File: src/rtl/alu_issue.sv
// rtl/alu_issue.sv - ALU control decode with a one-cycle valid/ready issue stage.
// Define ALU_ISSUE_SKID_EN for a 2-entry skid buffer with registered in_ready.
module alu_issue (
    input  logic        clk,
    input  logic        reset,
    input  logic        in_valid,
    output logic        in_ready,
    input  logic [1:0]  in_aluop2,
    input  logic [2:0]  in_funct3,
    input  logic        in_funct7b5,
    input  logic        in_alusrc,
    input  logic [63:0] in_rs1,
    input  logic [63:0] in_rs2,
    input  logic [63:0] in_imm,
    output logic        out_valid,
    input  logic        out_ready,
    output logic [63:0] out_a,
    output logic [63:0] out_b,
    output logic [3:0]  out_aluop,
    output logic        out_branch,
    output logic        out_illegal
);

    localparam logic [3:0] OP_AND = 4'b0000;
    localparam logic [3:0] OP_OR  = 4'b0001;
    localparam logic [3:0] OP_ADD = 4'b0010;
    localparam logic [3:0] OP_SUB = 4'b0110;
    localparam logic [3:0] OP_SLT = 4'b1000;

    typedef struct packed {
        logic [63:0] a;
        logic [63:0] b;
        logic [3:0]  aluop;
        logic        branch;
        logic        illegal;
    } issue_t;

    issue_t dec;
    logic   in_fire;

    always_comb begin
        dec         = '0;
        dec.a       = in_rs1;
        dec.b       = in_alusrc ? in_imm : in_rs2;
        dec.aluop   = OP_ADD;
        dec.branch  = 1'b0;
        dec.illegal = 1'b0;
        case (in_aluop2)
            2'b00: dec.aluop = OP_ADD;
            2'b01: begin
                dec.aluop  = OP_SUB;
                dec.branch = 1'b1;
            end
            2'b10: begin
                case (in_funct3)
                    // Immediate forms have no subtract; bit 30 there belongs to the immediate.
                    3'b000:  dec.aluop = (in_funct7b5 && !in_alusrc) ? OP_SUB : OP_ADD;
                    3'b111:  dec.aluop = OP_AND;
                    3'b110:  dec.aluop = OP_OR;
                    3'b010:  dec.aluop = OP_SLT;
                    default: dec.illegal = 1'b1;
                endcase
            end
            default: dec.illegal = 1'b1;
        endcase
    end

    assign in_fire = in_valid && in_ready;

`ifdef ALU_ISSUE_SKID_EN
    issue_t     slot0;
    issue_t     slot1;
    logic [1:0] count;
    logic [1:0] count_next;
    logic       ready_q;
    logic       pop;

    assign pop = (count != 2'd0) && out_ready;

    always_comb begin
        count_next = count + {1'b0, in_fire} - {1'b0, pop};
    end

    // ready_q tracks count < 2 one cycle ahead so in_ready never sees out_ready.
    always_ff @(posedge clk) begin
        if (reset) begin
            slot0   <= '0;
            slot1   <= '0;
            count   <= 2'd0;
            ready_q <= 1'b1;
        end else begin
            case ({in_fire, pop})
                2'b10: begin
                    if (count == 2'd0) slot0 <= dec;
                    else               slot1 <= dec;
                end
                2'b01: slot0 <= slot1;
                2'b11: begin
                    if (count == 2'd1) slot0 <= dec;
                    else begin
                        slot0 <= slot1;
                        slot1 <= dec;
                    end
                end
                default: ;
            endcase
            count   <= count_next;
            ready_q <= (count_next != 2'd2);
        end
    end

    assign in_ready    = ready_q && !reset;
    assign out_valid   = (count != 2'd0);
    assign out_a       = slot0.a;
    assign out_b       = slot0.b;
    assign out_aluop   = slot0.aluop;
    assign out_branch  = slot0.branch;
    assign out_illegal = slot0.illegal;
`else
    issue_t out_q;
    logic   valid_q;

    always_ff @(posedge clk) begin
        if (reset) begin
            out_q   <= '0;
            valid_q <= 1'b0;
        end else if (in_fire) begin
            out_q   <= dec;
            valid_q <= 1'b1;
        end else if (out_ready) begin
            valid_q <= 1'b0;
        end
    end

    assign in_ready    = !reset && (!valid_q || out_ready);
    assign out_valid   = valid_q;
    assign out_a       = out_q.a;
    assign out_b       = out_q.b;
    assign out_aluop   = out_q.aluop;
    assign out_branch  = out_q.branch;
    assign out_illegal = out_q.illegal;
`endif

endmodule

File: config.mk
export PLATFORM = sky130hd
export DESIGN_NAME = alu_issue
export DESIGN_NICKNAME = d
export VERILOG_FILES = /design/src/rtl/alu_issue.sv
export SDC_FILE = /design/constraint.sdc
export NUM_CORES = 1
export LEC_CHECK = 0
export BUFFER_PORTS_ARGS = -buffer_cell sky130_fd_sc_hd__buf_4
export CAP_MARGIN = 20
export CORE_AREA = 2 2 132 134
export CTS_CLUSTER_SIZE = 12
export DETAILED_ROUTE_END_ITERATION = 8
export DIE_AREA = 0 0 134 136
export GPL_TIMING_DRIVEN = 0
export PLACE_DENSITY = 0.65
export REMOVE_ABC_BUFFERS = 1
export SLEW_MARGIN = 20
export SYNTH_ARGS = -nofsm -noshare
export SYNTH_HDL_FRONTEND = slang
export SYNTH_SLANG_ARGS = --single-unit
File: constraint.sdc
create_clock -name clk -period 1.95 [get_ports clk]
set_clock_uncertainty 0.05 [all_clocks]
set_input_delay 0.2925 -clock clk [delete_from_list [all_inputs] [get_ports clk]]
set_output_delay 0.2925 -clock clk [all_outputs]
set_load 0.02 [all_outputs]
==> summary.txt, run 1 <==
Final layout
  • Fillers: 1614
  • Layout area overhead: 60.4%
  • Multi-input gate area: 2770 sq um
  • Diodes inserted: 0
  • Final #Nets: 1135
  • Sequential standard cell area: 2700 sq um
  • Fraction of layout cells with a size suffix above 1: 0.407

Clocking
  • Clock Sinks: 135
  • Worst-path clk slew: 60 ps
  • Setup Buffers After CTS: 0
  • Clock buffer depth: 2
  • CTS tree: built
  • TritonCTS buffer count: 17
  • Cts hold-fix bufs: 0
  • PostCTS Resize Cnt: 0
  • H-tree depth reported by CTS: 4
  • Clock latency on the worst-skew pair: 410 ps
  • CTS Root Cell: clkbuf_16

Global routing
  • Initial antenna violation count: 0
  • First-pass GRT wire length: 27900 microns
  • Vias in the first global route: 5405
  • Largest net degree at the start of global routing: 141
  • GRT overflow: 0
  • All-Layer GR Usage: 0.192

Drt
  • Via count: 5798
  • Vias per cell: 4.97
  • Routed WL per cell: 15.7 microns
  • DR pass1 iterations: 4
  • # DRC: 0
  • Initial drt markers: 208
  • Routed WL: 18300 microns
  • Routed Antenna Nets: 0

Yosys
  • Count of different cell masters after synthesis: 28
  • Synth cell count leaders: dfxtp_1 (135), a21oi_1 (69), o21ai_0 (69)
  • Most frequent cell after synthesis: dfxtp_1
  • Flops & latches, synth: 135
  • Synth Instances: 627
  • Post-synth EDFFs: 0
  • Synth area leaders: dfxtp_1 (47%), mux2i_1 (11%), a211oi_1 (8.4%), nand2b_1 (7.2%), a21oi_1 (6.0%)
  • Async S/R FF share, synth: 0
  • Synthesized area: 5740 sq um
  • Top_reg_cell synth: dfxtp_1
  • Synth top area share: 0.470
  • Avg Cell Area, Syn: 9.16 sq um
  • Post-synth top area cell: dfxtp_1
  • YS warnings: 0
  • Register area share after synthesis: 0.470

Setup path
  • CP Data Arrival Time: 2040 ps
  • Origin of the worst setup path: reset
  • Worst Setup End Kind: flip-flop
  • Crit Path Max Fanout: 141
  • Setup CP Type: input pin to flip-flop
  • Worst r2r src: out_valid
  • CP Data Required Time: 2210 ps
  • CP startpoint kind: input pin

Outcome
  • Status: complete, no violations

Placement
  • Routability cong.: 0.780
  • Port bufs: 338
  • Dpl hpwl: 12600 microns

Power and ir drop
  • Maximum VDD drop: 0.550 mV
  • Pwr Total: 0.00820 W
  • P per Cell Area: 890 nW/um^2
  • Leakage: 4.12 nW

Die
  • Die width: 134 microns
  • FP Rows: 48
  • Effective utilization at floorplan: 0.340
  • Core footprint: 16900 sq um
  • I/O pin total: 339
  • Die Y: 136 microns
  • DIE AREA: 18200 sq um

Timing
  • Fmax: 562 MHz
  • Final setup viols: 0
  • Hold slack: 41.5 ps
  • Setup TNS: 0 ps
  • Worst slew margin: 0.307
  • Minimum clock period: 1780 ps
  • Final period utilization: 0.913
  • RSZ-0062 raised after global routing: false
  • Worst slew pin tran: 1040 ps
  • Fin. Hold Viols: 0
  • Slew Viols, Final: 0

Min path
  • Type of the worst min-delay path: input pin to flip-flop
  • Origin of the worst min-delay path: in_rs1[55]

Run
  • Max-Cap Viols: 0
==> report_power, final <==
| group | total (W) | internal, W | switching [W] | leakage (nW) |
|---|---|---|---|---|
| Clock | 0.00362 | 0.00243 | 0.00120 | 0.323 |
| Sequential | 0.00306 | 0.00296 | 0.000102 | 1.11 |
| Combinational | 0.00151 | 0.000757 | 0.000757 | 2.69 |
| Total | 0.00820 | 0.00614 | 0.00206 | 4.12 |
==> critical path, cell delays in order <==
cell,delay (ps)
buf_6,660
nand2b_1,310
nor2_4,110
buf_16,180
buf_12,170
a211oi_1,220
==> per-stage QoR <==
stage | utilization | cell area [sq um] | setup WS [ps] | cells
after floorplan | - | 5460 | -3350 | 561
after global placement | 0.491 | 8280 | -7220 | 1124
after detailed placement | 0.506 | 8540 | -369 | 1134
after CTS | 0.545 | 9200 | 65.1 | 1165
after global routing | 0.546 | 9210 | 3.85 | 1166
final | 0.546 | 9210 | 170 | 1166
==> worst paths after layout <==
path | to | slack (ps) | depth (start not counted)
worst max-delay path | out_b[28] | 170 | 6
worst min-delay path | out_a[55] | 40 | 3
worst min register to register | out_a[45] | 420 | 2
worst max register to register | out_b[61] | 260 | 5
==> cell type report <==
class,instances,area share
clock inverters,12,0.0243
flip-flops and latches,135,0.293
multi-input cells,423,0.301
clock buffers,19,0.0481
well taps,225,0.0306
repair buffers,348,0.301
inverters,4,0.00163
==> logic make-up (layout without fill, tap and decap cells) <==
logic type / count (synthesis) / count (layout) / synth area share
compound gates: 205 / 205 / 0.209
fa+ha+maj: 3 / 3 / 0.00654
buf+inv: 70 / 383 / 0.0521
flops: 135 / 135 / 0.470
mux: 65 / 65 / 0.113
simple gates: 149 / 150 / 0.148
==> flip-flops by register name, indices dropped and copies added, names as in the netlist <==
signal and cells:
out_a 64, out_b 64, out_valid 1, out_illegal 1, out_branch 1, out_aluop 4
==> routing by layer <==
layer	track usage	up-vias	routed length [microns]
li1	-	2870	-
met1	0.238	2662	7790
met2	0.320	236	8910
met3	0.0470	30	1260
met4	0.0762	0	390
met5	0	-	0
==> layout by cell type, fill, tap and decap left out, types with 2 or more instances in the layout <==
| master | count |
|---|---|
| buf_12 | 6 |
| dfxtp_1 | 135 |
| bufinv_16 | 6 |
| clkinv_4 | 2 |
| a211oi_1 | 64 |
| mux2i_1 | 64 |
| clkinv_2 | 2 |
| clkbuf_16 | 17 |
| buf_4 | 337 |
| nor2b_1 | 5 |
| nand3_1 | 65 |
| nor2_1 | 3 |
| buf_16 | 4 |
| a21oi_1 | 69 |
| nand2b_1 | 65 |
| inv_1 | 4 |
| o21ai_0 | 69 |
| ha_1 | 3 |
Power figures use the tool's default switching activity.
==> run 2: changes to the inputs <==
ABC_AREA = 1   (was unset)
CORE_AREA = unset   (was 2 2 132 134)
CORE_UTILIZATION = 31   (was unset)
DIE_AREA = unset   (was 0 0 134 136)
PLACE_DENSITY = unset   (was 0.65)
==> run 2 against run 1 <==
Compared with the run above:
- sequential share of layout area rose by 0.50 points
- core utilization fell by 4.3 points
- critical endpoint is now out_b[1]
- first-iteration DRC count rose by 5.3%
- sequential cell count did not move
- fmax rose by 2.3%
- die area rose by 4.1%
- register-to-register slack got worse by 50 ps
- worst hold slack got worse by 20 ps
- setup slack improved by 40 ps
- via count rose by 5.5%
==> summary.txt, run 2 <==
Min path
  • Hold-critical path depth: 3 (unchanged)
  • Type of the worst min-delay path: input pin to flip-flop

Setup path
  • CP startpoint kind: flip-flop
  • Worst path bufs/invs: 3 (unchanged)
  • Worst Setup End Kind: flip-flop
  • CP Data Required Time: 2230 ps (+20 ps)
  • Setup CP Type: flip-flop to flip-flop
  • FF-to-FF path depth: 8 (+3)
  • Crit path max-delay family: simple AND/OR/NAND/NOR gates
  • Critical-path cell list: nand2_1 -> nand2_2 -> nor2_4 -> buf_16 -> buf_12 -> buf_12 -> nand2_1 -> a21oi_1
  • Path length in cells of the critical path: 8 (+2)
  • Crit path max-delay cell type: dfxtp_1
  • Crit Path Max Fanout: 31 (-78%)
  • CP peak stage delay: 310 ps (-350 ps)
  • CP Data Arrival Time: 2020 ps (-20 ps)

Yosys
  • Post-synth EDFFs: 0 (unchanged)
  • Synth area leaders: dfxtp_1 (47%), nand2_1 (22%), a21oi_1 (6.2%), nand3_1 (6.0%), o21ai_0 (5.3%)
  • Top_reg_cell synth: dfxtp_1
  • Count of different cell masters after synthesis: 21 (-25%)
  • YS warnings: 0 (unchanged)
  • Post-synth top area cell: dfxtp_1
  • Async S/R FF share, synth: 0 (unchanged)
  • Flops & latches, synth: 135 (unchanged)
  • Synth cell count leaders: nand2_1 (332), dfxtp_1 (135), inv_1 (75)
  • Most frequent cell after synthesis: nand2_1
  • Synth top area share: 0.473 (+0.00289)
  • Synth Instances: 821 (+31%)
  • Synthesized area: 5710 sq um (-0.61%)
  • Avg Cell Area, Syn: 6.95 sq um (-24%)
  • Register area share after synthesis: 0.473 (+0.00289)

Die
  • FP Rows: 49 (+2.1%)
  • Die width: 138 microns (+2.8%)
  • I/O pin total: 339 (unchanged)
  • Core footprint: 18000 sq um (+6.8%)
  • Die Y: 138 microns (+1.3%)
  • DIE AREA: 19000 sq um (+4.1%)
  • Effective utilization at floorplan: 0.317 (-0.0236)

Global routing
  • Largest net degree at the start of global routing: 130 (-7.8%)
  • All-Layer GR Usage: 0.183 (-0.00922)
  • Initial antenna violation count: 0 (unchanged)
  • Vias in the first global route: 5173 (-4.3%)
  • GRT overflow: 0 (unchanged)
  • First-pass GRT wire length: 26500 microns (-5.0%)

Drt
  • Routed WL per cell: 13.2 microns (-16%)
  • # DRC: 0 (unchanged)
  • Initial drt markers: 219 (+5.3%)
  • Vias per cell: 4.44 (-11%)
  • DR pass1 iterations: 5 (+1)
  • Routed WL: 18200 microns (-0.76%)
  • Routed Antenna Nets: 0 (unchanged)
  • Via count: 6117 (+5.5%)

Final layout
  • Most frequent cells in the layout: buf_4 (338), nand2_1 (332), dfxtp_1 (135)
  • Commonest non-fill, non-tap cell in the layout: buf_4
  • Layout area overhead: 58.6%
  • Final #Nets: 1343 (+18%)
  • Diodes inserted: 0 (unchanged)
  • Fraction of layout cells with a size suffix above 1: 0.334 (-0.0731)

Placement
  • Dpl hpwl: 12700 microns (+0.43%)
  • DP Worst Slack: -1020 ps (-651 ps)
  • Port bufs: 338 (unchanged)
  • Routability cong.: 0.767 (-1.6%)

Power and ir drop
  • Pwr Total: 0.00751 W (-8.4%)
  • P per Cell Area: 829 nW/um^2 (-6.8%)
  • Maximum VDD drop: 0.546 mV (-0.64%)
  • Leakage: 4.62 nW (+12%)

Clocking
  • Worst-path clk slew: 60 ps (about the same)
  • H-tree depth reported by CTS: 4 (unchanged)
  • CTS Root Cell: clkbuf_16
  • Clock buffer depth: 2 (unchanged)
  • TritonCTS buffer count: 17 (unchanged)
  • Clock latency on the worst-skew pair: 410 ps (about the same)
  • CTS tree: built
  • Clock Sinks: 135 (unchanged)

Timing
  • Final setup viols: 0 (unchanged)
  • Worst slew pin tran: 1020 ps (-19.8 ps)
  • RSZ-0062 raised after global routing: false
  • Worst slew margin: 0.320 (+0.0132)
  • Fmax: 575 MHz (+2.3%)
  • Final WS setup: 210 ps (+40.3 ps)
  • Final period utilization: 0.892 (-0.0207)
  • Fin. Hold Viols: 0 (unchanged)
  • Minimum clock period: 1740 ps (-40.3 ps)
  • Slew Viols, Final: 0 (unchanged)

Run
  • Max-Cap Viols: 0 (unchanged)

Outcome
  • Status: complete, no violations
## run 2: worst register-to-register path: stages (launching register included)
cell and delay, ps:
dfxtp_1 310, nand2_1 170, nand2_2 130, nor2_4 180, buf_16 170, buf_12 200
buf_12 210, nand2_1 110, a21oi_1 130
## run 2: power breakdown
part           switching, W  internal (W)  leakage (nW)
registers         0.0000830       0.00293          1.11
clock network       0.00125       0.00192         0.271
logic              0.000689      0.000640          3.24
total               0.00202       0.00549          4.62
## run 2: final timing paths
check,from,to,slack (ps)
setup / recovery,out_valid,out_b[1],210
hold / removal,in_rs1[57],out_a[57],20
setup reg to reg,out_valid,out_b[1],210
hold reg to reg,out_a[63],out_a[63],410
## run 2: through the flow
step                std cells  TNS (ps)   util  hold WS, ps  area, sq um
floorplan                 763   -238660      -          312         5370
global placement         1330   -611100  0.454          402         8190
detailed placement       1336    -94940  0.463          405         8350
CTS                      1379         0  0.502        0.612         9060
global route             1379         0  0.502         9.21         9060
finish                   1379         0  0.502         21.6         9060
## run 2: cell families (layout without fill, tap and decap cells)
logic type,after synthesis,count (layout),synth area share
buf+inv,134,462,0.110
fa+ha+maj,3,3,0.00658
compound gates,138,138,0.122
simple gates,411,412,0.288
flops,135,135,0.473
## run 2: what timing repair did
item,CTS,global route
endpoints found under the setup margin,124,0
buffers inserted,1,0
hold buffers,8,0
gates resized for setup,5,0
hold endpoints to repair,8,0
## run 2: cell type report
cell class              count  area (sq um)
clock buffers              18           439
clock inverters            14           150
fillers                  1902          8970
inverters                  76           302
multi-input cells         553          2400
flip-flops and latches    135          2700
well taps                 229           287
repair buffers            353          2770
repair inverters            1          8.76
## run 2: metal layers
metal  wire [microns]  global-route usage
met1             7610               0.217
met2             8730               0.305
met3             1720              0.0607
met4              146              0.0634
met5                0                   0
